==> config.mk <==
export PLATFORM = sky130hd
export DESIGN_NAME = counter_load_sequencer
export DESIGN_NICKNAME = d
export VERILOG_FILES = /design/src/rtl/counter_pkg.sv /design/src/rtl/counter_load_sequencer.sv
export SDC_FILE = /design/constraint.sdc
export NUM_CORES = 1
export LEC_CHECK = 0
export BUFFER_PORTS_ARGS = -buffer_cell sky130_fd_sc_hd__buf_2
export CORE_UTILIZATION = 55
export DETAILED_ROUTE_END_ITERATION = 8
export PLACE_DENSITY_LB_ADDON = 0.1
export REMOVE_ABC_BUFFERS = 1
export SLEW_MARGIN = 20
export SYNTH_ARGS = -nofsm -noshare
export SYNTH_HDL_FRONTEND = slang
export SYNTH_SLANG_ARGS = --single-unit
==> constraint.sdc <==
create_clock -name clk -period 2.59 [get_ports clk]
set_input_delay 0.1295 -clock clk [delete_from_list [all_inputs] [get_ports clk]]
set_output_delay 0.1295 -clock clk [all_outputs]
set_load 0.03 [all_outputs]
==> src/rtl/counter_pkg.sv <==
// counter_pkg: shared state encoding and sizing constants for the counter load sequencer
package counter_pkg;
  typedef enum logic [1:0] {IDLE, LOAD, RUN, DONE} state_t;
  localparam int DEF_WIDTH = 4;
  localparam int WDOG_LIMIT = 2 ** DEF_WIDTH + 1;
endpackage

==> src/rtl/counter_load_sequencer.sv <==
// counter_load_sequencer: drives a loadable up-counter through repeated preset-to-terminal periods
module counter_load_sequencer
  import counter_pkg::*;
#(
  parameter int WIDTH = DEF_WIDTH,
  parameter int REP_W = 8
) (
  input  logic             clk,
  input  logic             rst,
  input  logic             start,
  input  logic             abort,
  input  logic [WIDTH-1:0] preset,
  input  logic [WIDTH-1:0] terminal,
  input  logic [REP_W-1:0] reps,
  input  logic [WIDTH-1:0] count_in,
  output logic             load,
  output logic [WIDTH-1:0] data,
  output logic             busy,
  output logic             tc,
  output logic             done,
  output logic             err
);
  localparam logic [WIDTH:0] WDOG = (WIDTH + 1)'(2 ** WIDTH + 1);
  state_t           state;
  logic [WIDTH-1:0] preset_q, terminal_q;
  logic [REP_W-1:0] reps_q, period, period_n;
  logic [WIDTH:0]   wdog, wdog_n;
  logic             hit, last;
  // match detection, next period count and watchdog increment
  always_comb begin
    hit      = count_in == terminal_q;
    period_n = period + REP_W'(1);
    last     = (reps_q != '0) && (period_n == reps_q);
    wdog_n   = wdog + (WIDTH + 1)'(1);
  end
  // sequencer FSM with registered strobes; abort outranks start, rst outranks both
  always_ff @(posedge clk) begin
    if (rst) begin
      state      <= IDLE;
      load       <= 1'b0;
      data       <= '0;
      busy       <= 1'b0;
      tc         <= 1'b0;
      done       <= 1'b0;
      err        <= 1'b0;
      preset_q   <= '0;
      terminal_q <= '0;
      reps_q     <= '0;
      period     <= '0;
      wdog       <= '0;
    end else begin
      load <= 1'b0;
      tc   <= 1'b0;
      done <= 1'b0;
      if (abort) begin
        state <= IDLE;
        busy  <= 1'b0;
      end else begin
        case (state)
          IDLE: if (start) begin
            preset_q   <= preset;
            terminal_q <= terminal;
            reps_q     <= reps;
            period     <= '0;
            err        <= 1'b0;
            data       <= preset;
            load       <= 1'b1;
            busy       <= 1'b1;
            state      <= LOAD;
          end
          LOAD: begin
            wdog  <= '0;
            state <= RUN;
          end
          RUN: if (hit) begin
            tc     <= 1'b1;
            period <= period_n;
            load   <= !last;
            state  <= last ? DONE : LOAD;
          end else if (wdog_n == WDOG) begin
            err   <= 1'b1;
            busy  <= 1'b0;
            state <= IDLE;
          end else begin
            wdog <= wdog_n;
          end
          default: begin
            done  <= 1'b1;
            busy  <= 1'b0;
            state <= IDLE;
          end
        endcase
      end
    end
  end
endmodule

==> impl_metrics.py <==
metrics = {
    "timing": {
        "setup_violations": 0,
        "finalCritPeriodShare": 0.836,
        "skew_ns": 0.00572,
        "maxSlewViolCount": 0,
        "tightest_slew_ns": 0.606,
        "period_needed_ns": 2.17,
        "max_freq_ghz": 0.462,
        "final.setup.tns_ns": 0,
        "relSlewSlack": 0.596,
        "grt_setup_unrepaired": "no",
        "hold_viol": 0,
    },
    "synthesis": {
        "ys_seq_area_frac": 0.395,
        "synth-main-ff-cell": "dfxtp_1",
        "netlist_instances": 232,
        "yosys_register_bits": 36,
        "async_flop_share": 0,
        "synth_top_area_frac": 0.395,
        "synth_edf_count": 0,
        "synth.area.top_cells": "dfxtp_1, nand2_1, a21oi_1",
        "synth_cell_types": 42,
        "ys.warnings.count": 0,
        "syn_area_um2": 1830,
        "yosysTopAreaCell": "dfxtp_1",
        "syn_area_per_cell_um2": 7.87,
    },
    "cts": {
        "cts-root-buf": "clkbuf_4",
        "clk-insertion-delay-late_ns": 0.33,
        "cts_setup_buffers": 0,
        "cts.sinks": 36,
        "tritoncts": "built",
        "clockBufferDepth": 2,
        "cts-resized-gates": 0,
        "clk_pin_slew_worst_paths_ns": 0.11,
        "cts_hold_buf": 0,
        "cts_made_buffers": 5,
        "htree_num_levels": 2,
    },
    "cells_and_area": {
        "diodes": 0,
        "fin_cells": 308,
        "fillers": 287,
        "drive_gt1_frac": 0.178,
        "area_growth_pct": 16.0,
        "final_nets": 290,
    },
    "floorplanning": {
        "initial_utilization": 0.589,
        "die_h_um": 59.6,
        "ios": 33,
        "coreArea_um2": 3100,
        "die-area_um2": 3560,
        "rows": 20,
        "die_x_um": 59.6,
    },
    "route": {
        "vias_per_cell": 5.63,
        "wire_per_inst_um": 12.6,
        "drtAntennaViolNets": 0,
        "drc": 0,
        "num_vias": 1734,
        "wl_um": 3890,
        "first_pass_iters": 4,
        "drt_iter0_drc": 81,
    },
    "worst_setup_path": {
        "crit_path_start_kind": "register",
        "crit_path_max_fanout": 7,
        "r2r_slack_ns": 0.42,
        "path_cells": "ha_1, nand3_1, a221oi_1, nand4_1, or3_1, a311oi_1",
        "crit_family": "simple AND/OR/NAND/NOR gates",
        "required_ns": 2.84,
        "endpoint_kind": "register",
        "cpPeakStageDelay_ns": 0.44,
        "worstPathArrival_ns": 2.42,
        "worst-path-buf-inv": 0,
        "path_class": "register to register",
        "slowest_stage": "dfxtp_1",
    },
    "hold_path": {
        "hp-class": "input pin to register",
    },
    "run_status": {
        "outcome": "complete, no violations",
    },
    "power": {
        "p_leak_nw": 0.840,
        "ir_worst_vdd_uv": 357,
        "p_per_area_nw_per_um2": 542,
    },
    "grt": {
        "grt_pass1_wl_um": 6870,
        "grt_overflow": 0,
        "grt_usage": 0.261,
        "antenna_found_initial": 0,
        "grt_start_max_net_pins": 34,
        "grt_pass1_vias": 1546,
    },
    "place": {
        "dp_cells": 300,
        "dp_hpwl_um": 2780,
        "port_buffers": 32,
        "routabilityCongestion": 0.895,
    },
    "job": {
        "maxCapViolCount": 0,
    },
}
## per-layer routing
layer / up-vias / part of all wire / global-route usage
met5: - / 0 / 0
li1: 888 / - / -
met2: 69 / 0.43 / 0.393
met1: 769 / 0.48 / 0.351
met3: 8 / 0.073 / 0.0721
met4: 0 / 0.016 / 0.106
## synth_stat cells, types with 3 or more instances
cell and number:
nor2b_1 4, nor2_1 12, o21ai_0 9, nor4_1 3, a21oi_1 20, a31oi_1 8, xor2_1 7, o32ai_1 3
ha_1 3, inv_1 7, xnor2_1 5, dfxtp_1 36, nor3_1 7, clkbuf_1 9, or4_1 3, nand2b_1 6
nand3_1 7, nand2_1 49
## final timing paths
kind	from	to	cells after the start
worst max-delay path	period[0]	state[1]	6
worst min-delay path	preset[2]	data[2]	3
worst max register to register	period[0]	state[1]	6
worst min register to register	data[1]	data[1]	2
## cell families (layout without fill, tap and decap cells)
logic type / count (synthesis) / count (layout) / share of synthesized area
buf+inv: 17 / 49 / 0.0356
compound gates: 60 / 60 / 0.210
simple gates: 104 / 104 / 0.282
flops: 36 / 36 / 0.395
fa+ha+maj: 3 / 3 / 0.0206
xor+xnor: 12 / 12 / 0.0575
## report_power, final
group          internal [mW]  total, mW  leakage, nW  switching (mW)
combinational         0.0509      0.127        0.496          0.0761
clock                  0.256      0.440       0.0515           0.184
sequential             0.568      0.580        0.292          0.0122
## through the flow
step	power [mW]	instance area, um2	setup slack, ns	utilization	hold slack, ns
2_1_floorplan	0.668	1790	0.678	-	0.199
3_3_place_gp	0.719	2020	0.556	0.652	0.370
3_5_place_dp	0.720	2020	0.440	0.652	0.376
4_1_cts	1.15	2120	0.408	0.683	0.00772
5_1_grt	1.20	2120	0.177	0.683	0.00169
6_report	1.15	2120	0.424	0.683	0.0188
## worst min-delay path, stage by stage
cell and delay, ns:
buf_2 0.09, nand2_1 0.04, a21oi_1 0.05
## cells in the final DEF (no fill, tap or decap), types with 4 or more instances in the layout
cell type   n
a31oi_1     8
nand2_1    49
nor2_1     12
o21ai_0     9
dfxtp_1    36
nand2b_1    6
xor2_1      7
nor3_1      6
nand3_1     7
nor2b_1     4
buf_2      32
a21oi_1    20
clkbuf_4    5
inv_1       7
xnor2_1     5
## flip-flops by register name (all words and copies together), names as in the netlist, 2 cells and up
signal and cells:
period 8, data 4, reps_q 8, terminal_q 4
wdog 5, state 2
## cell type report
type / instances / area [um2] / area share
multi-input cells: 179 / 1050 / 0.494
flip-flops and latches: 36 / 721 / 0.340
repair buffers: 34 / 175 / 0.0827
clock buffers: 7 / 65.1 / 0.0307
well taps: 44 / 55.1 / 0.0260
clock inverters: 1 / 30.0 / 0.0142
inverters: 7 / 26.3 / 0.0124
Note: power is estimated with default switching activity, not from simulation.
